<file path="src/rtl/stage_wb.sv">
// rtl/stage_wb.sv - in-order per-thread commit/writeback stage fed by stage_tl
// Owns waiting_pc, the exception fence and rm0/rm1/rm2/rm4; every output is registered.
package stage_wb_pkg;
  typedef enum logic [1:0] {
    TLBW_NONE = 2'd0,
    TLBW_ITLB = 2'd1,
    TLBW_DTLB = 2'd2
  } tlbwrite_t;
endpackage

module stage_wb
  import stage_wb_pkg::*;
#(
  parameter int          N_THREADS  = 8,
  parameter logic [31:0] RESET_PC   = 32'h0000_1000,
  parameter logic [31:0] EXC_VECTOR = 32'h0000_2000,
  parameter logic [31:0] END_PC     = 32'hFFFF_FFFF,
  localparam int         TW         = (N_THREADS > 1) ? $clog2(N_THREADS) : 1
) (
  input  logic                        clk,
  input  logic                        rst,
  input  logic [TW-1:0]               tl_thread,
  input  logic                        tl_isvalid,
  input  logic                        tl_itlb_miss,
  input  logic                        tl_dtlb_miss,
  input  logic [31:0]                 tl_pc,
  input  logic [4:0]                  tl_dst,
  input  logic [31:0]                 tl_data,
  input  logic [31:0]                 tl_mul,
  input  logic [31:0]                 tl_r2,
  input  logic                        tl_isequal,
  input  logic                        tl_flag_mul,
  input  logic                        tl_flag_reg,
  input  logic                        tl_flag_jump,
  input  logic                        tl_flag_branch,
  input  logic                        tl_flag_iret,
  input  logic                        tl_flag_store,
  input  logic                        tl_flag_isbyte,
  input  tlbwrite_t                   tl_flag_tlbwrite,
  output logic                        rf_wen,
  output logic [TW-1:0]               rf_thread,
  output logic [4:0]                  rf_dst,
  output logic [31:0]                 rf_data,
  output logic                        redirect_en,
  output logic [TW-1:0]               redirect_thread,
  output logic [31:0]                 redirect_pc,
  output logic                        invalidate_en,
  output logic [TW-1:0]               invalidate_thread,
  output logic                        store_en,
  output logic                        store_isbyte,
  output logic [19:0]                 store_addr,
  output logic [31:0]                 store_data,
  output logic                        itlb_wen,
  output logic                        dtlb_wen,
  output logic [19:0]                 tlbwrite_vpn,
  output logic [7:0]                  tlbwrite_ppn,
  output logic                        exc_en,
  output logic [TW-1:0]               exc_thread,
  output logic [N_THREADS-1:0]        mode,
  output logic                        done,
  output logic [N_THREADS-1:0][31:0]  dbg_rm1,
  output logic [N_THREADS-1:0][31:0]  dbg_rm2
);

  typedef struct packed {
    logic            rf_wen;
    logic [TW-1:0]   rf_thread;
    logic [4:0]      rf_dst;
    logic [31:0]     rf_data;
    logic            redirect_en;
    logic [TW-1:0]   redirect_thread;
    logic [31:0]     redirect_pc;
    logic            invalidate_en;
    logic [TW-1:0]   invalidate_thread;
    logic            store_en;
    logic            store_isbyte;
    logic [19:0]     store_addr;
    logic [31:0]     store_data;
    logic            itlb_wen;
    logic            dtlb_wen;
    logic [19:0]     tlbwrite_vpn;
    logic [7:0]      tlbwrite_ppn;
    logic            exc_en;
    logic [TW-1:0]   exc_thread;
    logic            done;
  } out_t;

  out_t                  out_d, out_q;
  logic [31:0]           wpc_q [N_THREADS];
  logic [31:0]           wpc_d [N_THREADS];
  logic [31:0]           rm0_q [N_THREADS];
  logic [31:0]           rm0_d [N_THREADS];
  logic [31:0]           rm1_q [N_THREADS];
  logic [31:0]           rm1_d [N_THREADS];
  logic [1:0]            rm2_q [N_THREADS];
  logic [1:0]            rm2_d [N_THREADS];
  logic [N_THREADS-1:0]  rm4_q, rm4_d;
  logic                  exc_active_q, exc_active_d;
  logic [TW-1:0]         master_q, master_d;
  logic                  head, fence_ok, miss, taken, all_end;

  always_comb begin
    wpc_d        = wpc_q;
    rm0_d        = rm0_q;
    rm1_d        = rm1_q;
    rm2_d        = rm2_q;
    rm4_d        = rm4_q;
    exc_active_d = exc_active_q;
    master_d     = master_q;
    out_d               = out_q;
    out_d.rf_wen        = 1'b0;
    out_d.redirect_en   = 1'b0;
    out_d.invalidate_en = 1'b0;
    out_d.store_en      = 1'b0;
    out_d.itlb_wen      = 1'b0;
    out_d.dtlb_wen      = 1'b0;
    out_d.exc_en        = 1'b0;

    head     = (tl_pc == wpc_q[tl_thread]);
    fence_ok = !exc_active_q || (tl_thread == master_q);
    miss     = tl_itlb_miss || tl_dtlb_miss;
    taken    = tl_flag_jump && (!tl_flag_branch || tl_isequal);

    if (head) begin
      // A second miss while a handler is running is replayed, never nested.
      if (!tl_isvalid || !fence_ok || (miss && exc_active_q)) begin
        out_d.redirect_en       = 1'b1;
        out_d.redirect_thread   = tl_thread;
        out_d.redirect_pc       = wpc_q[tl_thread];
        out_d.invalidate_en     = 1'b1;
        out_d.invalidate_thread = tl_thread;
      end else if (miss) begin
        exc_active_d            = 1'b1;
        master_d                = tl_thread;
        rm0_d[tl_thread]        = tl_pc;
        rm1_d[tl_thread]        = tl_dtlb_miss ? tl_data : tl_pc;
        rm2_d[tl_thread]        = {tl_dtlb_miss, tl_itlb_miss};
        rm4_d[tl_thread]        = 1'b1;
        wpc_d[tl_thread]        = EXC_VECTOR;
        out_d.redirect_en       = 1'b1;
        out_d.redirect_thread   = tl_thread;
        out_d.redirect_pc       = EXC_VECTOR;
        out_d.invalidate_en     = 1'b1;
        out_d.invalidate_thread = tl_thread;
        out_d.exc_en            = 1'b1;
        out_d.exc_thread        = tl_thread;
      end else begin
        wpc_d[tl_thread] = wpc_q[tl_thread] + 32'd4;
        if (tl_flag_reg && (tl_dst != 5'd0)) begin
          out_d.rf_wen    = 1'b1;
          out_d.rf_thread = tl_thread;
          out_d.rf_dst    = tl_dst;
          out_d.rf_data   = tl_flag_mul ? tl_mul : tl_data;
        end
        if (tl_flag_iret) begin
          wpc_d[tl_thread]        = rm0_q[tl_thread];
          rm4_d[tl_thread]        = 1'b0;
          out_d.redirect_en       = 1'b1;
          out_d.redirect_thread   = tl_thread;
          out_d.redirect_pc       = rm0_q[tl_thread];
          out_d.invalidate_en     = 1'b1;
          out_d.invalidate_thread = tl_thread;
          if (tl_thread == master_q) exc_active_d = 1'b0;
        end else if (taken) begin
          wpc_d[tl_thread]        = tl_data;
          out_d.redirect_en       = 1'b1;
          out_d.redirect_thread   = tl_thread;
          out_d.redirect_pc       = tl_data;
          out_d.invalidate_en     = 1'b1;
          out_d.invalidate_thread = tl_thread;
        end
        if (tl_flag_store) begin
          out_d.store_en     = 1'b1;
          out_d.store_isbyte = tl_flag_isbyte;
          out_d.store_addr   = tl_data[19:0];
          out_d.store_data   = tl_r2;
        end
        if (tl_flag_tlbwrite != TLBW_NONE) begin
          out_d.itlb_wen     = (tl_flag_tlbwrite == TLBW_ITLB);
          out_d.dtlb_wen     = (tl_flag_tlbwrite == TLBW_DTLB);
          out_d.tlbwrite_vpn = tl_data[19:0];
          out_d.tlbwrite_ppn = tl_r2[7:0];
        end
      end
    end

    all_end = 1'b1;
    for (int i = 0; i < N_THREADS; i++) begin
      if (wpc_d[i] != END_PC) all_end = 1'b0;
    end
    out_d.done = all_end;
  end

  always_ff @(posedge clk) begin
    if (rst) begin
      for (int i = 0; i < N_THREADS; i++) begin
        wpc_q[i] <= RESET_PC;
        rm0_q[i] <= '0;
        rm1_q[i] <= '0;
        rm2_q[i] <= '0;
      end
      rm4_q        <= '1;
      exc_active_q <= 1'b0;
      master_q     <= '0;
      out_q        <= '0;
    end else begin
      wpc_q        <= wpc_d;
      rm0_q        <= rm0_d;
      rm1_q        <= rm1_d;
      rm2_q        <= rm2_d;
      rm4_q        <= rm4_d;
      exc_active_q <= exc_active_d;
      master_q     <= master_d;
      out_q        <= out_d;
    end
  end

  assign rf_wen            = out_q.rf_wen;
  assign rf_thread         = out_q.rf_thread;
  assign rf_dst            = out_q.rf_dst;
  assign rf_data           = out_q.rf_data;
  assign redirect_en       = out_q.redirect_en;
  assign redirect_thread   = out_q.redirect_thread;
  assign redirect_pc       = out_q.redirect_pc;
  assign invalidate_en     = out_q.invalidate_en;
  assign invalidate_thread = out_q.invalidate_thread;
  assign store_en          = out_q.store_en;
  assign store_isbyte      = out_q.store_isbyte;
  assign store_addr        = out_q.store_addr;
  assign store_data        = out_q.store_data;
  assign itlb_wen          = out_q.itlb_wen;
  assign dtlb_wen          = out_q.dtlb_wen;
  assign tlbwrite_vpn      = out_q.tlbwrite_vpn;
  assign tlbwrite_ppn      = out_q.tlbwrite_ppn;
  assign exc_en            = out_q.exc_en;
  assign exc_thread        = out_q.exc_thread;
  assign done              = out_q.done;
  assign mode              = rm4_q;

  // Fault cause registers, visible to the handler's debug view.
  always_comb begin
    for (int i = 0; i < N_THREADS; i++) begin
      dbg_rm1[i] = rm1_q[i];
      dbg_rm2[i] = {30'b0, rm2_q[i]};
    end
  end

endmodule

</file>
<file path="config.mk">
export PLATFORM = sky130hd
export DESIGN_NAME = stage_wb
export DESIGN_NICKNAME = d
export VERILOG_FILES = /design/src/rtl/stage_wb.sv
export SDC_FILE = /design/constraint.sdc
export NUM_CORES = 2
export LEC_CHECK = 0
export ABC_AREA = 1
export ABC_CLOCK_PERIOD_IN_PS = 3900
export CAP_MARGIN = 20
export CORE_ASPECT_RATIO = 2
export CORE_MARGIN = 4
export CORE_UTILIZATION = 35
export CTS_BUF_LIST = sky130_fd_sc_hd__clkbuf_2
export CTS_CLUSTER_DIAMETER = 30
export CTS_CLUSTER_SIZE = 30
export DETAILED_ROUTE_END_ITERATION = 8
export SLEW_MARGIN = 0
export SYNTH_ARGS = -nofsm -noshare
export SYNTH_HDL_FRONTEND = slang
export SYNTH_SLANG_ARGS = --single-unit
</file>
<file path="constraint.sdc">
create_clock -name clk -period 3.9 [get_ports clk]
set_input_delay 1.17 -clock clk [delete_from_list [all_inputs] [get_ports clk]]
set_output_delay 1.17 -clock clk [all_outputs]
set_load 0.05 [all_outputs]
</file>
==> out/qor.log <==
INFO  synthesis      synth-seq-area-share=0.3611
INFO  synthesis      count_leader_synth=sky130_fd_sc_hd__nand2_1
INFO  synthesis      synth.top_cell.area_share=0.3611
INFO  detailed_routing route.detailed.drc=21
INFO  cts            clock_sinks=959
INFO  cts            number_of_clock_buffers_inserted_by_tritoncts=177
INFO  power_and_ir_drop cell_pwr_density=280.8nW/um^2
INFO  grt            combined_global_route_utilization_of_all_metal_layers=0.4346
INFO  outcome        run_status=complete, but fails checks
INFO  synthesis      synthCells=8485
INFO  sta            timing.final.crit_period=4072ps
INFO  synthesis      netlist_top_cells_area=sky130_fd_sc_hd__dfxtp_1 36%, sky130_fd_sc_hd__nand2_1 16%, sky130_fd_sc_hd__a21oi_1 9.2%
INFO  job            maxCapViolations=0
INFO  sta            relSlewSlack=0.2288
INFO  critical_path  worstPathBufferInverterCount=9
INFO  sta            worst_slack=-171.9ps
INFO  power_and_ir_drop vdd_ir_drop_max=0.0002920V
INFO  die            design.die.area=158600um^2
INFO  cells_and_area finish.instance_area=76650um^2
INFO  cts            level_count_of_the_clock_h_tree=4
INFO  cts            clk_pin_slew_worst_paths=190ps
INFO  grt            gr-total-overflow=0
INFO  place          dp_hpwl=275300um
INFO  sta            fmaxAchievable=0.2456GHz
INFO  synthesis      asyncSetResetFlopFracSynth=0
INFO  synthesis      ys.warnings.count=0
INFO  sta            slew_violations=0
INFO  detailed_routing ant_nets=0
INFO  die            row_count=202
INFO  cells_and_area synthToLayoutAreaGrowth=44.18%
INFO  critical_path  critPathCaptureType=flip-flop
INFO  critical_path  dominant_delay_contributor_by_cell_family_on_the_critical_path=simple AND/OR/NAND/NOR gates
INFO  cts            tritoncts=done
INFO  die            initial_util=0.3518
INFO  cts            insertion_delay=1620ps
INFO  die            core-area=151100um^2
INFO  sta            fin_skew=242.9ps
INFO  die            die_w=283.6um
INFO  detailed_routing routed_wire_length_per_instance=29.07um
INFO  grt            grt_pass1_vias=66600
INFO  detailed_routing drt-vias-per-instance=5.579
INFO  sta            post-route-period-util=1.044
INFO  synthesis      yosys_most_used_dff=sky130_fd_sc_hd__dfxtp_1
INFO  cells_and_area num-nets-final=10580
INFO  synthesis      synth.avg_cell_area=6.266um^2
INFO  detailed_routing vias=69910
INFO  critical_path  arrival=5410ps
INFO  synthesis      mappedNetlistArea=53160um^2
INFO  critical_path  path_max_fanout=12
INFO  detailed_routing first_iter_violations=7314
INFO  sta            rsz0062_at_grt=yes
INFO  place          postPlaceCellArea=72790um^2
INFO  critical_path  timing.critical_path.slowest_stage_cell=sky130_fd_sc_hd__nor2_4
INFO  grt            grt_start_max_net_pins=171
INFO  outcome        violated_checks=design-rule violations, negative setup slack
INFO  cells_and_area layout-drive-gt1-share=0.2264
INFO  die            num_io_pins=841
INFO  detailed_routing totalWireLength=364300um
INFO  critical_path  worst_ep_required_time=5240ps
INFO  sta            setup-violations-final=1
INFO  critical_path  largest_incremental_delay_on_the_critical_path=570ps
INFO  power_and_ir_drop total_leakage_power=35.04nW
INFO  place          dpl_worst_slack=-2939ps
INFO  synthesis      synth_edf_count=0
INFO  sta            finalHoldViolations=0
INFO  synthesis      synth_top_cells_by_count=2322 x sky130_fd_sc_hd__nand2_1, 976 x sky130_fd_sc_hd__a21oi_1, 959 x sky130_fd_sc_hd__dfxtp_1, 820 x sky130_fd_sc_hd__inv_1, 700 x sky130_fd_sc_hd__o21ai_0
INFO  place          place.gp.congestion=1.082
INFO  detailed_routing first_pass_iters=9
INFO  sta            worstMarginPinSlew=1149ps
INFO  cts            clock_tree.buffer_depth=4
INFO  hold_path      holdCritPathClass=input port to flip-flop
INFO  synthesis      synth-seq-cells=959
INFO  synthesis      synth_top_cell_by_area=sky130_fd_sc_hd__dfxtp_1
INFO  grt            grt_pass1_wl=496100um
INFO  die            dieHeight=559.2um
INFO  place          port_buffers=600
INFO  cts            root_buffer=sky130_fd_sc_hd__clkbuf_2
INFO  synthesis      ys_types=53
INFO  critical_path  crit_path_start_kind=input port
INFO  grt            antenna_found_initial=34
INFO  critical_path  critical_path_class=input port to flip-flop
## per-layer routing
layer | part of all wire | track usage
met1 | 0.33 | 0.4566
met4 | 0.12 | 0.4287
met5 | 0.00036 | 0
met3 | 0.097 | 0.1173
met2 | 0.44 | 0.6916
## area by class of cell
type,instances,area (um^2)
fillers,15640,74490
multi-input cells,6101,28420
repair buffers,2355,21060
flip-flops and latches,959,19250
inverters,838,3176
well taps,1938,2425
clock inverters,132,1339
clock buffers,185,925.9
diodes,24,60.06
## where the power goes
group	switching, mW	internal (mW)	leakage, nW	total, mW
clock	4.97	2.90	1.38	7.87
sequential	0.00000000136	9.81	7.74	9.81
combinational	2.72	1.11	25.9	3.84
total	7.69	13.8	35.0	21.5
## cells by family (layout without fill, tap and decap cells)
| family | count (synthesis) | count (layout) | share of synthesized area |
|---|---|---|---|
| AND/OR/NAND/NOR | 3849 | 3849 | 0.2960 |
| AO/OA/AOI/OAI | 2005 | 2005 | 0.2014 |
| buffers and inverters | 1664 | 3510 | 0.1402 |
| flip-flops | 959 | 959 | 0.3611 |
| XOR/XNOR | 6 | 6 | 0.0009886 |
| adder cells (fa/ha/maj) | 1 | 1 | 0.0002353 |
| other | 1 | 264 | 0.00007054 |
## path summary, 6_finish.rpt
path | startpoint | to | slack, ps | cells past startpoint
min | tl_flag_isbyte | store_isbyte$_SDFFE_PP0P_ | 160 | 3
max reg2reg | wpc_q[238]$_SDFF_PP0_ | done$_SDFF_PP0_ | -170 | 25
max | tl_thread[1] | done$_SDFF_PP0_ | -170 | 29
min reg2reg | tlbwrite_vpn[14]$_SDFFE_PP0P_ | tlbwrite_vpn[14]$_SDFFE_PP0P_ | 450 | 2
## state kept, by name (all words and copies together), names as in the netlist, 16 cells and up, named ones only
signal and flops:
store_addr 20, redirect_pc 32, dbg_rm1 256, store_data 32, rf_data 32, tlbwrite_vpn 20, dbg_rm2 16, rm0_q 256
wpc_q 256
## metrics by stage
step	std cells	utilization	hold slack [ps]	power (mW)	setup TNS, ps
6_report	12530	0.5072	156.1	21.52	-171.9
3_3_place_gp	12110	0.4816	429.9	13.61	-1001880
5_1_grt	12520	0.5069	124.8	22.00	-290.3
2_1_floorplan	8724	-	423.7	11.79	0
4_1_cts	12470	0.4982	9.518	21.41	-238.6
3_5_place_dp	12110	0.4816	432.2	13.60	-1010140
## what timing repair did
| item | 4_1_cts | 5_1_grt |
|---|---|---|
| setup buffers | 12 | 42 |
| endpoints found under the setup margin | 577 | 148 |
| pin swaps | 16 | 84 |
| endpoints found under the hold margin | 68 | 0 |
| hold buffers | 29 | 0 |
| gates resized for setup | 639 | 279 |
| cloned | 0 | 6 |
## tightest hold or removal path, delay by kind of cell
| kind | cells | cell delay, ps |
|---|---|---|
| buffers and inverters | 1 | 390 |
| AND/OR/NAND/NOR | 1 | 60 |
| AO/OA/AOI/OAI | 1 | 50 |
## placed cells by master (no fill, tap or decap), types with 22 or more instances in the layout
cell	instances
sky130_fd_sc_hd__diode_2	24
sky130_fd_sc_hd__dfxtp_1	917
sky130_fd_sc_hd__nor2_4	55
sky130_fd_sc_hd__nor2_1	586
sky130_fd_sc_hd__dlygate4sd2_1	372
sky130_fd_sc_hd__buf_6	30
sky130_fd_sc_hd__o21ai_0	685
sky130_fd_sc_hd__o21ai_1	48
sky130_fd_sc_hd__o211ai_1	33
sky130_fd_sc_hd__inv_2	37
sky130_fd_sc_hd__clkdlybuf4s15_1	42
sky130_fd_sc_hd__clkinv_2	32
sky130_fd_sc_hd__nand3_1	672
sky130_fd_sc_hd__conb_1	240
sky130_fd_sc_hd__o22ai_1	33
sky130_fd_sc_hd__clkbuf_2	185
sky130_fd_sc_hd__nor2_2	39
sky130_fd_sc_hd__nand2_2	84
sky130_fd_sc_hd__clkinvlp_4	25
sky130_fd_sc_hd__buf_12	155
sky130_fd_sc_hd__a211oi_1	83
sky130_fd_sc_hd__dfxtp_2	42
sky130_fd_sc_hd__nand2_4	22
sky130_fd_sc_hd__nor3_1	71
sky130_fd_sc_hd__clkdlybuf4s15_2	34
sky130_fd_sc_hd__nand2_1	2221
sky130_fd_sc_hd__nand4_1	45
sky130_fd_sc_hd__dlygate4sd3_1	29
sky130_fd_sc_hd__inv_1	792
sky130_fd_sc_hd__buf_4	1528
sky130_fd_sc_hd__clkdlybuf4s50_1	146
sky130_fd_sc_hd__a21oi_1	975
sky130_fd_sc_hd__a31oi_1	51
Power figures use the tool's default switching activity.
